`src/rtl/ram_master.sv`:
```
// ram_master: single-outstanding burst initiator for the ram slave bus.
// The host stages data in an 8-word line buffer; each request is one burst.
module ram_master #(
  parameter int AWIDTH = 32,
  parameter int DWIDTH = 32,
  parameter int LWIDTH = 8,
  parameter int MAXLEN = 8,
  parameter int IWIDTH = 3
) (
  input  logic              clk,
  input  logic              rst,
  input  logic              req_valid,
  output logic              req_ready,
  input  logic              req_write,
  input  logic [AWIDTH-1:0] req_addr,
  input  logic [LWIDTH-1:0] req_len,
  input  logic              buf_we,
  input  logic [IWIDTH-1:0] buf_idx,
  input  logic [DWIDTH-1:0] buf_wdata,
  output logic [DWIDTH-1:0] buf_rdata,
  output logic              busy,
  output logic              done,
  output logic              err,
  output logic [AWIDTH-1:0] awaddr,
  output logic [LWIDTH-1:0] awlen,
  output logic              awvalid,
  input  logic              awready,
  output logic [DWIDTH-1:0] wdata,
  output logic              wready,
  input  logic              wvalid,
  input  logic              wlast,
  output logic [AWIDTH-1:0] araddr,
  output logic [LWIDTH-1:0] arlen,
  output logic              arvalid,
  input  logic              arready,
  input  logic [DWIDTH-1:0] rdata,
  output logic              rready,
  input  logic              rvalid,
  input  logic              rlast
);

  typedef enum logic [2:0] {
    IDLE, AW, WDATA, WGAP, AR, RDATA
  } state_t;

  localparam logic [LWIDTH-1:0] LEN_MAX =
    LWIDTH'(MAXLEN);

  state_t              state_q;
  logic [AWIDTH-1:0]   awaddr_q;
  logic [LWIDTH-1:0]   awlen_q;
  logic                awvalid_q;
  logic [DWIDTH-1:0]   wdata_q;
  logic                wready_q;
  logic [AWIDTH-1:0]   araddr_q;
  logic [LWIDTH-1:0]   arlen_q;
  logic                arvalid_q;
  logic                rready_q;
  logic                done_q;
  logic                err_q;
  logic [LWIDTH-1:0]   beat_q;
  logic [LWIDTH-1:0]   beat_d;
  logic [DWIDTH-1:0]   buf_q [MAXLEN];

  logic unused_in;
  assign unused_in = ^{wvalid, wlast, rvalid, rlast};

  assign beat_d = beat_q + 1'b1;

  always_ff @(posedge clk) begin
    if (rst) begin
      state_q   <= IDLE;
      awaddr_q  <= '0;
      awlen_q   <= '0;
      awvalid_q <= 1'b0;
      wdata_q   <= '0;
      wready_q  <= 1'b0;
      araddr_q  <= '0;
      arlen_q   <= '0;
      arvalid_q <= 1'b0;
      rready_q  <= 1'b0;
      done_q    <= 1'b0;
      err_q     <= 1'b0;
      beat_q    <= '0;
    end else begin
      done_q <= 1'b0;
      err_q  <= 1'b0;
      unique case (state_q)
        IDLE: begin
          if (req_valid) begin
            if (req_len == '0) begin
              done_q <= 1'b1;
            end else if (req_len > LEN_MAX) begin
              err_q <= 1'b1;
            end else if (req_write) begin
              awaddr_q  <= req_addr;
              awlen_q   <= req_len;
              awvalid_q <= 1'b1;
              state_q   <= AW;
            end else begin
              araddr_q  <= req_addr;
              arlen_q   <= req_len;
              arvalid_q <= 1'b1;
              state_q   <= AR;
            end
          end
        end
        AW: begin
          if (awready) begin
            awvalid_q <= 1'b0;
            wready_q  <= 1'b1;
            wdata_q   <= buf_q[0];
            beat_q    <= '0;
            state_q   <= WDATA;
          end
        end
        WDATA: begin
          beat_q <= beat_d;
          if (beat_q == awlen_q - 1'b1) begin
            wready_q <= 1'b0;
            wdata_q  <= '0;
            state_q  <= WGAP;
          end else begin
            wdata_q <= buf_q[IWIDTH'(beat_d)];
          end
        end
        // Lets the slave drain its terminal-check cycle.
        WGAP: begin
          done_q  <= 1'b1;
          state_q <= IDLE;
        end
        AR: begin
          if (arready) begin
            arvalid_q <= 1'b0;
            rready_q  <= 1'b1;
            beat_q    <= '0;
            state_q   <= RDATA;
          end
        end
        RDATA: begin
          beat_q   <= beat_d;
          rready_q <= (beat_d < arlen_q);
          if (beat_q == arlen_q) begin
            done_q  <= 1'b1;
            state_q <= IDLE;
          end
        end
        default: state_q <= IDLE;
      endcase
    end
  end

  // rdata lags rready by one cycle, so beat k lands in buf[k-1].
  always_ff @(posedge clk) begin
    if (!rst) begin
      if (state_q == IDLE && buf_we) begin
        buf_q[buf_idx] <= buf_wdata;
      end else if (state_q == RDATA &&
                   beat_q != '0) begin
        buf_q[IWIDTH'(beat_q - 1'b1)] <= rdata;
      end
    end
  end

  rlast_on_final_capture: assert property (
    @(posedge clk) disable iff (rst)
    (state_q == RDATA && beat_q == arlen_q)
      |-> rlast
  );

  assign req_ready = (state_q == IDLE);
  assign busy      = (state_q != IDLE);
  assign done      = done_q;
  assign err       = err_q;
  assign awaddr    = awaddr_q;
  assign awlen     = awlen_q;
  assign awvalid   = awvalid_q;
  assign wdata     = wdata_q;
  assign wready    = wready_q;
  assign araddr    = araddr_q;
  assign arlen     = arlen_q;
  assign arvalid   = arvalid_q;
  assign rready    = rready_q;
  assign buf_rdata = buf_q[buf_idx];

endmodule

```
`config.mk`:
```
export PLATFORM = sky130hd
export DESIGN_NAME = ram_master
export DESIGN_NICKNAME = d
export VERILOG_FILES = /design/src/rtl/ram_master.sv
export SDC_FILE = /design/constraint.sdc
export NUM_CORES = 1
export LEC_CHECK = 0
export ABC_CLOCK_PERIOD_IN_PS = 10400
export CORE_AREA = 2 2 192 194
export CTS_BUF_LIST = sky130_fd_sc_hd__clkbuf_8
export DETAILED_ROUTE_END_ITERATION = 8
export DIE_AREA = 0 0 194 196
export GPL_ROUTABILITY_DRIVEN = 0
export GPL_TIMING_DRIVEN = 1
export MAX_ROUTING_LAYER = met4
export PLACE_DENSITY_LB_ADDON = 0.3
export SLEW_MARGIN = 20
export SYNTH_ARGS = -nofsm -noshare
export SYNTH_HDL_FRONTEND = slang
export SYNTH_SLANG_ARGS = --single-unit
```
`constraint.sdc`:
```
create_clock -name clk -period 10.4 [get_ports clk]
set_input_delay 2.08 -clock clk [delete_from_list [all_inputs] [get_ports clk]]
set_output_delay 2.08 -clock clk [all_outputs]
set_load 0.005 [all_outputs]
```
After elaboration in Yosys (flattened, before gate mapping)

Memory sizes are Yosys's and may differ from the RTL's.
Cells that the tools add are included.
W data, S select, Z words.

Bits in registers: 129
Bits in latches: 0
Memory bits (writable): 256
ROM bits: 0
Bits of input ports: 118
Output and inout bits: 152
Word-level logic and storage cells: 110
Memories: 1

Add/subtract/negate cells: 3
Multiply operators: 0
Div/mod/pow operators: 0
Magnitude comparators: 2
Equal/unequal tests: 16
Shift operators: 0
Multiplexer cells: 47
Bitwise operators: 5
Reductions and logical operators: 23

Memories:

| name  | words | bits a word | rd ports | clocked after memory_dff | write ports | RTL line | text |
|---|---|---|---|---|---|---|---|
| buf_q | 8     | 32          | 3        | 0                        | 1           | 63       | `logic [DWIDTH-1:0] buf_q [MAXLEN];` |

Operators by type and width:

| cell                  | number |
|---|---|
| $mux W32              | 3 |
| $pmux W32 S2          | 1 |
| $reduce_or A32 Y1     | 1 |
| $mux W3               | 9 |
| $mux W1               | 25 |
| $pmux W8 S3           | 1 |
| $eq A8 B8 Y1          | 2 |
| $mux W8               | 2 |
| $ne A2 B2 Y1 const B  | 8 |
| $pmux W3 S5           | 1 |
| $reduce_and A6 Y1     | 2 |
| $reduce_and A5 Y1     | 2 |
| $add A8 B1 Y8 const B | 1 |
| $gt A8 B4 Y1 const B  | 1 |
| $logic_not A8 Y1      | 1 |
| $lt A8 B8 Y1          | 1 |
| $pmux W1 S2           | 4 |
| $reduce_bool A2 Y1    | 4 |
| $reduce_bool A8 Y1    | 1 |
| $sub A8 B1 Y8 const B | 1 |
| $reduce_and A7 Y1     | 1 |
| $eq A3 B2 Y1 const B  | 2 |
| $eq A3 B3 Y1 const B  | 2 |
| $reduce_and A3 Y1     | 2 |
| 11 further kinds      | 18 |

Depth between registers and ports, before layout

Gate-level depths: netlist (run 1).

Word-level depth: 8
Gate-level depth with buffers: 12
Mapped depth without buffers: 9

Least setup slack after synthesis (run 1)

No wires, ideal clock.

Kind: input-to-output
Start: in buf_idx[0]
End: out buf_rdata[0]
Data arrival time: 3.638 ns
Data required time: 8.320 ns
Slack: 4.682 ns
Cell stages on the path: 4
Buffers on the path: 2
Cells stage by stage: buf_1 -> buf_2 -> mux4_2 -> mux2_2

Cells in the longest elaborated chain, start to end: 1

Ends and longest elaborated chain:

| what            | RTL line | text |
|---|---|---|
| start, declared | 18       | `input logic [IWIDTH-1:0] buf_idx,` |
| $mem_v2 Z8 W32  | n/a      |  |
| end, declared   | 20       | `output logic [DWIDTH-1:0] buf_rdata,` |

No other way between the ends.

Worst setup path in the final report (run 1)

Start: in buf_idx[0]
End: out buf_rdata[31]

The elaborated chain is that of the path after synthesis.

==> flow_metrics.py, run 1 <==
metrics = {
    "run_status": {
        "status": "completed",
    },
    "setup_path": {
        "cp.depth": 5,
        "cpLargestDelayFamily": "buffers and inverters",
        "worst_setup_path_start_kind": "input port",
        "cp_cell_sequence": "buf_4, buf_4, mux4_2, mux2_2, clkdlybuf4s50_1",
        "cp_common_cell": "buf_4",
        "path_buf_inv": 3,
        "r2r_cells": 6,
        "crit_type": "input port to output pin",
        "crit_arrival_ps": 4710,
        "cpPeakStageDelay_ps": 740,
        "worst_setup_path_end_kind": "output pin",
        "worstPathRequired_ps": 8320,
        "path_max_fanout": 38,
        "critPathSlowestCell": "buf_4",
    },
    "clocking": {
        "numCtsBuffers": 60,
        "cts-htree-levels": 2,
        "clock_path_buffers": 3,
        "path_clk_slew_ps": 60,
        "cts_setup_buffers": 0,
        "holdBufCountCts": 0,
        "post_cts_resized": 0,
        "cts_tree": "yes",
        "cts.sinks": 385,
        "clk_latency_ps": 630,
        "root_buffer": "clkbuf_8",
    },
    "synth": {
        "synth_edf_count": 256,
        "yosysSeqAreaShare_pct": 58.01,
        "syn_inst": 1256,
        "synth.avg_cell_area_um2": 14.10,
        "syn-num-nets": 1385,
        "synthFlopType": "edfxtp_1",
        "syn_area_um2": 17700,
        "yosys_warnings": 0,
        "yosys.area.top_type_share_pct": 43.42,
        "synth_commonest_cells": "edfxtp_1 (256), nand2_1 (158), dfxtp_1 (129), mux4_2 (128), a21oi_1 (92)",
        "post-synth-top-count-cell": "edfxtp_1",
        "synth.area.top_cells": "edfxtp_1 (43%), mux4_2 (16%), dfxtp_1 (15%), mux2_2 (4.1%), nand2_1 (3.3%)",
        "synth-seq-cells": 385,
        "yosysTopAreaCell": "edfxtp_1",
        "synthDistinctLibCells": 53,
        "async_reset_ff_share_pct": 0,
    },
    "layout": {
        "layout.cells.non_filler": 2025,
        "finish.net_count": 1636,
        "fillCellCount": 2751,
        "drive_above_1_share_pct": 22.48,
        "syn_to_final_growth_pct": 24.23,
        "n_antenna_cell": 0,
    },
    "floorplan": {
        "dieWidth_um": 194,
        "coreArea_um2": 36080,
        "io_pins": 270,
        "die_area_um2": 38020,
        "start_util_pct": 49.06,
        "die_h_um": 196,
        "rows": 70,
    },
    "routing": {
        "drt-wirelength-per-cell_um": 22.61,
        "drt-vias-per-instance": 5.838,
        "wl_met3_um": 3268,
        "postRouteWirelength_um": 45790,
        "wl_met2_um": 22660,
        "first_pass_iters": 5,
        "drtAntennaViolNets": 0,
        "highest_layer": "met4",
        "wl_met1_um": 18750,
        "route.detailed.drc": 0,
        "num_vias": 11820,
        "dr.first_iter.drc_count": 783,
    },
    "global_routing": {
        "grt_pass1_wl_um": 69220,
        "grt_overflow": 0,
        "grt_max_degree": 76,
        "grt_pass1_vias": 11960,
        "antenna_found_initial": 0,
        "grt_usage_pct": 24.63,
    },
    "timing": {
        "tns_ps": 0,
        "post-route-min-period_ps": 6792,
        "worstMarginPinSlew_ps": 1060,
        "finalClockSkew_ps": 18.85,
        "setup_viol": 0,
        "relSlewSlack_pct": 29.33,
        "slew_violations": 0,
        "fmax_mhz": 147.2,
        "period_share_pct": 65.31,
        "finalHoldViolCount": 0,
        "rsz0062_at_grt": "false",
    },
    "hold_path": {
        "hold_class": "register to register",
        "hold_depth": 2,
    },
    "run": {
        "max_cap_viol_count": 0,
    },
    "power_and_ir_drop": {
        "vdd_drop_max_v": 0.00009149,
        "powerDensity_nw_per_um2": 144.1,
        "p_leak_nw": 7.017,
    },
    "placement": {
        "hpwl_um": 28230,
        "placed_cells": 1913,
        "io_buffers": 265,
    },
}
-- area by class of cell --
cell class                      instances  area (um2)  area share [%]
Timing Repair Buffer                  283        2775           12.62
Multi-Input combinational cell        760        7052           32.06
Tap cell                              468       585.6           2.662
Inverter                               17       63.81          0.2901
Sequential cell                       385       10270           46.71
Clock buffer                           67       922.1           4.193
Clock inverter                         45       322.8           1.468
-- per-layer routing --
layer / GRT usage (%) / up-vias
li1: - / 5332
met1: 31.24 / 5921
met2: 41.03 / 492
met3: 3.920 / 76
met4: 7.660 / 0
met5: - / -
-- kinds of logic (layout without fill, tap and decap cells) --
family,after synthesis,after routing,share of synthesized area (%)
AND/OR/NAND/NOR,277,277,6.792
adder cells (fa/ha/maj),11,11,0.7774
multiplexers,224,224,22.16
AO/OA/AOI/OAI,222,222,8.184
buffers and inverters,111,412,2.791
flip-flops,385,385,58.01
XOR/XNOR,26,26,1.286
-- stage by stage --
step	power [mW]	worst slack, ps	hold slack, ps	instance area, um2	util (%)
finish	3.169	3608	453.2	21990	60.95
global route	3.275	3388	473.0	21990	60.95
CTS	3.199	3515	454.3	21990	60.95
detailed placement	1.898	3514	445.5	20750	57.50
global placement	1.894	3540	441.2	20750	57.50
floorplan	1.786	4682	452.7	17700	-
-- worst reg2reg max path, cell delays in order (launching register included) --
cell	delay [ps]
dfxtp_4	690
inv_1	190
ha_4	700
buf_4	790
a31oi_1	380
nor2_4	640
buf_4	460
-- layout by cell type, fill, tap and decap left out, types with 4 or more instances in the layout --
cell | synthesis | final
a211o_1 | 32 | 32
a21oi_1 | 92 | 92
a21oi_2 | 30 | 30
a31oi_1 | 4 | 4
and2_1 | 9 | 8
buf_4 | 0 | 21
bufinv_16 | 0 | 5
clkbuf_8 | 0 | 67
clkdlybuf4s50_1 | 0 | 261
clkinv_1 | 0 | 6
clkinv_2 | 0 | 12
dfxtp_1 | 129 | 128
edfxtp_1 | 256 | 256
ha_1 | 11 | 10
inv_1 | 17 | 38
mux2_2 | 64 | 64
mux2i_1 | 32 | 32
mux4_2 | 128 | 128
nand2_1 | 158 | 156
nor2_1 | 63 | 55
nor2_4 | 0 | 8
nor2b_1 | 5 | 5
nor3_1 | 14 | 14
o21a_1 | 5 | 5
o21ai_0 | 39 | 39
xnor2_1 | 17 | 17
xor2_1 | 9 | 8
-- power breakdown --
group | internal (mW) | switching (mW)
registers | 1.65 | 0.00813
clock network | 0.716 | 0.588
logic | 0.114 | 0.0942
total | 2.48 | 0.690
-- sequential cells by signal, summed over array words and instances (netlist names) --
register,count
err,1
awvalid,1
rready,1
beat_q,8
buf_q,256
wdata,32
araddr,32
awaddr,32
done,1
wready,1
awlen,8
state_q,3
arlen,8
arvalid,1
-- worst paths after layout --
kind	endpoint	slack, ps	start
setup / recovery	buf_rdata[31]	3610	buf_idx[0]
hold / removal	araddr[14]$_SDFFE_PP0P_	450	araddr[14]$_SDFFE_PP0P_
setup reg to reg	buf_q[0][23]$_DFFE_PP_	6210	beat_q[0]$_SDFFE_PP0P_
hold reg to reg	araddr[14]$_SDFFE_PP0P_	450	araddr[14]$_SDFFE_PP0P_
Note: power is estimated with default switching activity, not from simulation.
==> run 2: changes to the inputs <==
Settings changed: ABC_CLOCK_PERIOD_IN_PS 10400 to 6400.
Clock period 10.4 ns to 6.4 ns, I/O delays scaled along.
==> flow_metrics.py, run 2 (same netlist as run 1, synthesis figures left out) <==
metrics = {
    "power_and_ir_drop": {
        "powerDensity_nw_per_um2": 232.3,
        "vdd_drop_max_v": 0.0001480,
        "p_total_mw": 5.115,
        "p_leak_nw": 7.038,
    },
    "layout": {
        "n_antenna_cell": 0,
        "fin_area_um2": 22020,
        "largest_reg_flops": 256,
        "finish.net_count": 1639,
        "syn_to_final_growth_pct": 24.38,
        "regMostFlops": "buf_q",
        "final_cell_mix": "clkdlybuf4s50_1 (261), edfxtp_1 (256), nand2_1 (156), mux4_2 (128), dfxtp_1 (128)",
        "layout_commonest_cell": "clkdlybuf4s50_1",
        "drive_above_1_share_pct": 22.92,
    },
    "setup_path": {
        "r2r_slack_ps": 2700,
        "worstPathRequired_ps": 5120,
        "path_buf_inv": 3,
        "cpLargestDelayFamily": "buffers and inverters",
        "r2r-start": "state_q[2]$_SDFFE_PP0P_",
        "path_max_fanout": 47,
        "crit_arrival_ps": 3740,
        "cp_common_cell": "buf_4",
        "crit_type": "input port to output pin",
        "critPathSlowestCell": "buf_4",
        "worst_setup_path_start_kind": "input port",
        "rr_endpoint": "buf_q[6][15]$_DFFE_PP_",
        "r2r_cells": 7,
        "cp_cell_sequence": "buf_4, buf_4, mux4_2, mux2_2, clkdlybuf4s50_1",
        "cpPeakStageDelay_ps": 740,
        "worst_setup_path_end_kind": "output pin",
        "worst_setup_path_startpoint": "buf_idx[0]",
    },
    "clocking": {
        "holdBufCountCts": 0,
        "cts_setup_buffers": 0,
        "root_buffer": "clkbuf_8",
        "post_cts_resized": 0,
        "clock_path_buffers": 3,
        "numCtsBuffers": 61,
        "clk_latency_ps": 650,
        "path_clk_slew_ps": 60,
        "cts.sinks": 385,
        "cts-htree-levels": 2,
        "cts_tree": "yes",
    },
    "floorplan": {
        "io_pins": 270,
        "start_util_pct": 49.06,
        "rows": 70,
        "dieWidth_um": 194,
        "die_h_um": 196,
        "die_area_um2": 38020,
        "coreArea_um2": 36080,
    },
    "routing": {
        "first_pass_iters": 5,
        "num_vias": 11950,
        "route.detailed.drc": 0,
        "drtAntennaViolNets": 0,
        "drt-vias-per-instance": 5.885,
        "drt-wirelength-per-cell_um": 22.85,
        "postRouteWirelength_um": 46390,
        "dr.first_iter.drc_count": 753,
    },
    "global_routing": {
        "grt_usage_pct": 25.12,
        "gr-usage-met1_pct": 31.32,
        "met3_usage_pct": 4.384,
        "grtUsageMet2_pct": 41.82,
        "grt_max_degree": 80,
        "grt_overflow": 0,
        "antenna_found_initial": 0,
        "grt_pass1_vias": 12210,
        "grt_pass1_wl_um": 70620,
        "busiest_layer": "met2",
    },
    "hold_path": {
        "hold_depth": 2,
        "hold_class": "register to register",
        "min_to": "awaddr[25]$_SDFFE_PP0P_",
        "hold_start": "awaddr[25]$_SDFFE_PP0P_",
    },
    "timing": {
        "slew_violations": 0,
        "fmax_mhz": 199.3,
        "tns_ps": 0,
        "worstMarginPinSlew_ps": 1113,
        "relSlewSlack_pct": 25.78,
        "post-route-min-period_ps": 5017,
        "finalHoldViolCount": 0,
        "finalClockSkew_ps": 26.30,
        "setup_viol": 0,
        "period_share_pct": 78.40,
        "rsz0062_at_grt": "false",
    },
    "placement": {
        "hpwl_um": 28580,
        "place_area_um2": 20760,
        "io_buffers": 265,
    },
    "run_status": {
        "status": "completed",
    },
    "run": {
        "max_cap_viol_count": 0,
    },
}
==> run 2: cell count changes in the layout (fill, tap and decap cells not counted), sizes merged <==
cell      delta
clkbuf       +6
bufinv       -3
clkinv       -1
clkinvlp     +1
buf          +2
==> run 2: stage by stage <==
stage / hold WS, ps / setup WS (ps) / utilization (%) / std cells
floorplan: 452.7 / 2127 / - / 1256
global placement: 440.6 / 1339 / 57.52 / 1914
detailed placement: 445.6 / 1319 / 57.52 / 1914
CTS: 454.0 / 1317 / 60.98 / 2029
global route: 466.8 / 1204 / 61.03 / 2030
finish: 452.7 / 1383 / 61.03 / 2030
==> run 2: power breakdown <==
group,switching (mW),internal [mW],leakage [nW]
Sequential,0.0135,2.68,3.35
Combinational,0.154,0.186,2.95
Clock,0.965,1.12,0.735
==> run 2: area by class of cell <==
| type | count | area, um2 |
|---|---|---|
| clock buffers | 73 | 1005 |
| clock inverters | 42 | 244.0 |
| fillers | 2745 | 14060 |
| inverters | 17 | 63.81 |
| multi-input cells | 760 | 7052 |
| flip-flops and latches | 385 | 10270 |
| well taps | 468 | 585.6 |
| repair buffers | 285 | 2798 |
==> run 2: how the worst max path moves through the flow <==
stage / end / slack, ps / depth (start not counted)
floorplan: buf_q[0][0]$_DFFE_PP_ / 2130 / 10
finish: buf_rdata[8] / 1380 / 5
global placement: buf_rdata[11] / 1340 / 5
detailed placement: buf_rdata[8] / 1320 / 5
global route: buf_rdata[8] / 1200 / 5
CTS: buf_rdata[8] / 1320 / 5
==> run 2: routing by layer <==
layer  routed length, um  vias to the layer above
met4                1044                        0
met2               23180                      505
li1                    -                     5337
met1               19060                     6034
met3                3112                       70
met5                   0                        -
==> run 2: tightest hold or removal path, cell delays in order (launching register included) <==
cell and delay, ps:
dfxtp_1 300, nand2_1 50, a21oi_1 50
==> RTL edit (flow settings as in run 2) <==
Make the reset (`rst`) asynchronous in one clocked block.
--- a/src/rtl/ram_master.sv
+++ b/src/rtl/ram_master.sv
@@ -69,3 +69,3 @@
 
-  always_ff @(posedge clk) begin
+  always_ff @(posedge clk or posedge rst) begin
     if (rst) begin
Function: not settled (the Yosys comparison gave no result); the edit may change what the design does.
==> RTL edit against run 2 <==
  * Final cell count down 5.9%
  * Design area up 0.80%
  * Sequential share of layout area up 2.5 points
  * Critical path depth unchanged
  * Setup slack better by 0.072 ns
  * Wire length down 3.5%
  * Sequential cell count unchanged
  * Core utilization up 0.49 points
  * Die area unchanged
  * Synthesized area up 0.28%
Power is not compared: it rests on default switching activity, and its combinational part moved more than twofold at a synthesized area within 25%.
==> RTL edit: results (changes against run 2) <==
metric	value	unit	change
1st-iter DRT viols	834		was 753
metal2 WL	22.8	mm	was 23.2 mm
hpwl dp	27.5	mm	was 28.6 mm
max reg flops	256		unchanged
#MultiIn Comb	635		was 760
number of non-clock buffers	285		unchanged
CTS sink cnt	385		unchanged
WL final	44.8	mm	was 46.4 mm
met2 Usage GRT	40.6	%	was 41.8%
mux cell area share after synthesis	24.4	%	was 22.2%
busiest layer in global routing	met2		unchanged
Synth Area in Compound Gates	3.35	%	was 8.18%
Crit Path Max Fanout	45		was 47
Multi-input gate area	0.00652	sq mm	was 0.00705 sq mm
DP Worst Slack	1.42	ns	was 1.32 ns
Synth Area in XOR/XNOR	1.18	%	was 1.29%
largest net degree at the start of global routing	75		was 80
TritonCTS buffer count	66		was 61
port buffer count	265		unchanged
post-synthesis async set-or-reset flop share	33.5	%	was 0%
layout cells sized above 1	25.2	%	was 22.9%
via count	11194		was 11946
number of global-route vias before repair	11805		was 12205
met3 Usage GRT	4.62	%	was 4.38%
met3 routed WL	3.15	mm	was 3.11 mm
clk buf depth	3		unchanged
Non-clock buffer share	12.7	%	about the same
top cells by count, synth	edfxtp_1, nand2_1, dfrtp_1, mux4_2, mux2_2		was edfxtp_1, nand2_1, dfxtp_1, mux4_2, a21oi_1
Area Overhead vs Synth	25.0	%	was 24.4%
ranking of synthesized cells by area	edfxtp_1, dfrtp_1, mux4_2		was edfxtp_1, mux4_2, dfxtp_1
Clock Latency Late Sink	0.62	ns	was 0.65 ns
Seq. cell area	0.0109	sq mm	was 0.0103 sq mm
Worst Skew	0.0253	ns	was 0.0263 ns
Reg with most FFs	buf_q		unchanged
WP data arrival	3.67	ns	was 3.74 ns
H-tree depth	3		was 2
status	complete, no violations		unchanged
Post-Synth Adder-Cell Area	0.775	%	was 0.777%
first-pass GRT wire length	68.2	mm	was 70.6 mm
WL met1	17.7	mm	was 19.1 mm
slowest stage delay, CP	0.70	ns	was 0.74 ns
number of fill cells in the layout	2719		was 2745
Worst-Margin Slew	1.12	ns	was 1.11 ns
Total GRT Usage	24.5	%	was 25.1%
clkbuf count	74		was 73
worst min path class	reg -> reg		unchanged
Lkg Pwr	8.18	nW	
Synth cell types	57		was 53
met1 Usage GRT	30.7	%	was 31.3%
non-clock inverter count	16		was 17
Seq/Total Area, Yosys	61.5	%	was 58.0%
clock network area share	5.76	%	was 5.67%
Top Family by Delay on Critical Path	buffers and inverters		unchanged
post-synth net total	1241		was 1385
Placed Area	0.0209	sq mm	was 0.0208 sq mm
EDFF count, synth	256		unchanged
Layout Nets	1518		was 1639
-- RTL edit: per-stage QoR --
| stage | std cells | utilization, % |
|---|---|---|
| global route | 1910 | 61.5 |
| CTS | 1910 | 61.5 |
| finish | 1910 | 61.5 |
| detailed placement | 1789 | 58.0 |
| floorplan | 1112 | - |
| global placement | 1788 | 57.9 |
-- RTL edit: power breakdown --
group	internal [mW]	switching [mW]	leakage, nW	total [mW]
Sequential	2.99	0.234	3.97	3.23
Combinational	1.36	1.21	3.46	2.57
Clock	1.12	1.00	0.751	2.12
Total	5.47	2.45	8.18	7.92
-- RTL edit: final timing paths --
check | slack (ns) | cells after the start | to | from
worst min register to register | 0.47 | 2 | awaddr[12] | awaddr[12]
worst max register to register | 2.57 | 8 | buf_q[6][19] | beat_q[0]
worst max-delay path | 1.45 | 5 | buf_rdata[19] | buf_idx[0]
min in group asynchronous | 1.36 | 2 | wdata[31] | rst
worst min-delay path | 0.47 | 2 | awaddr[12] | awaddr[12]
max in group asynchronous | 3.82 | 3 | awaddr[21] | rst
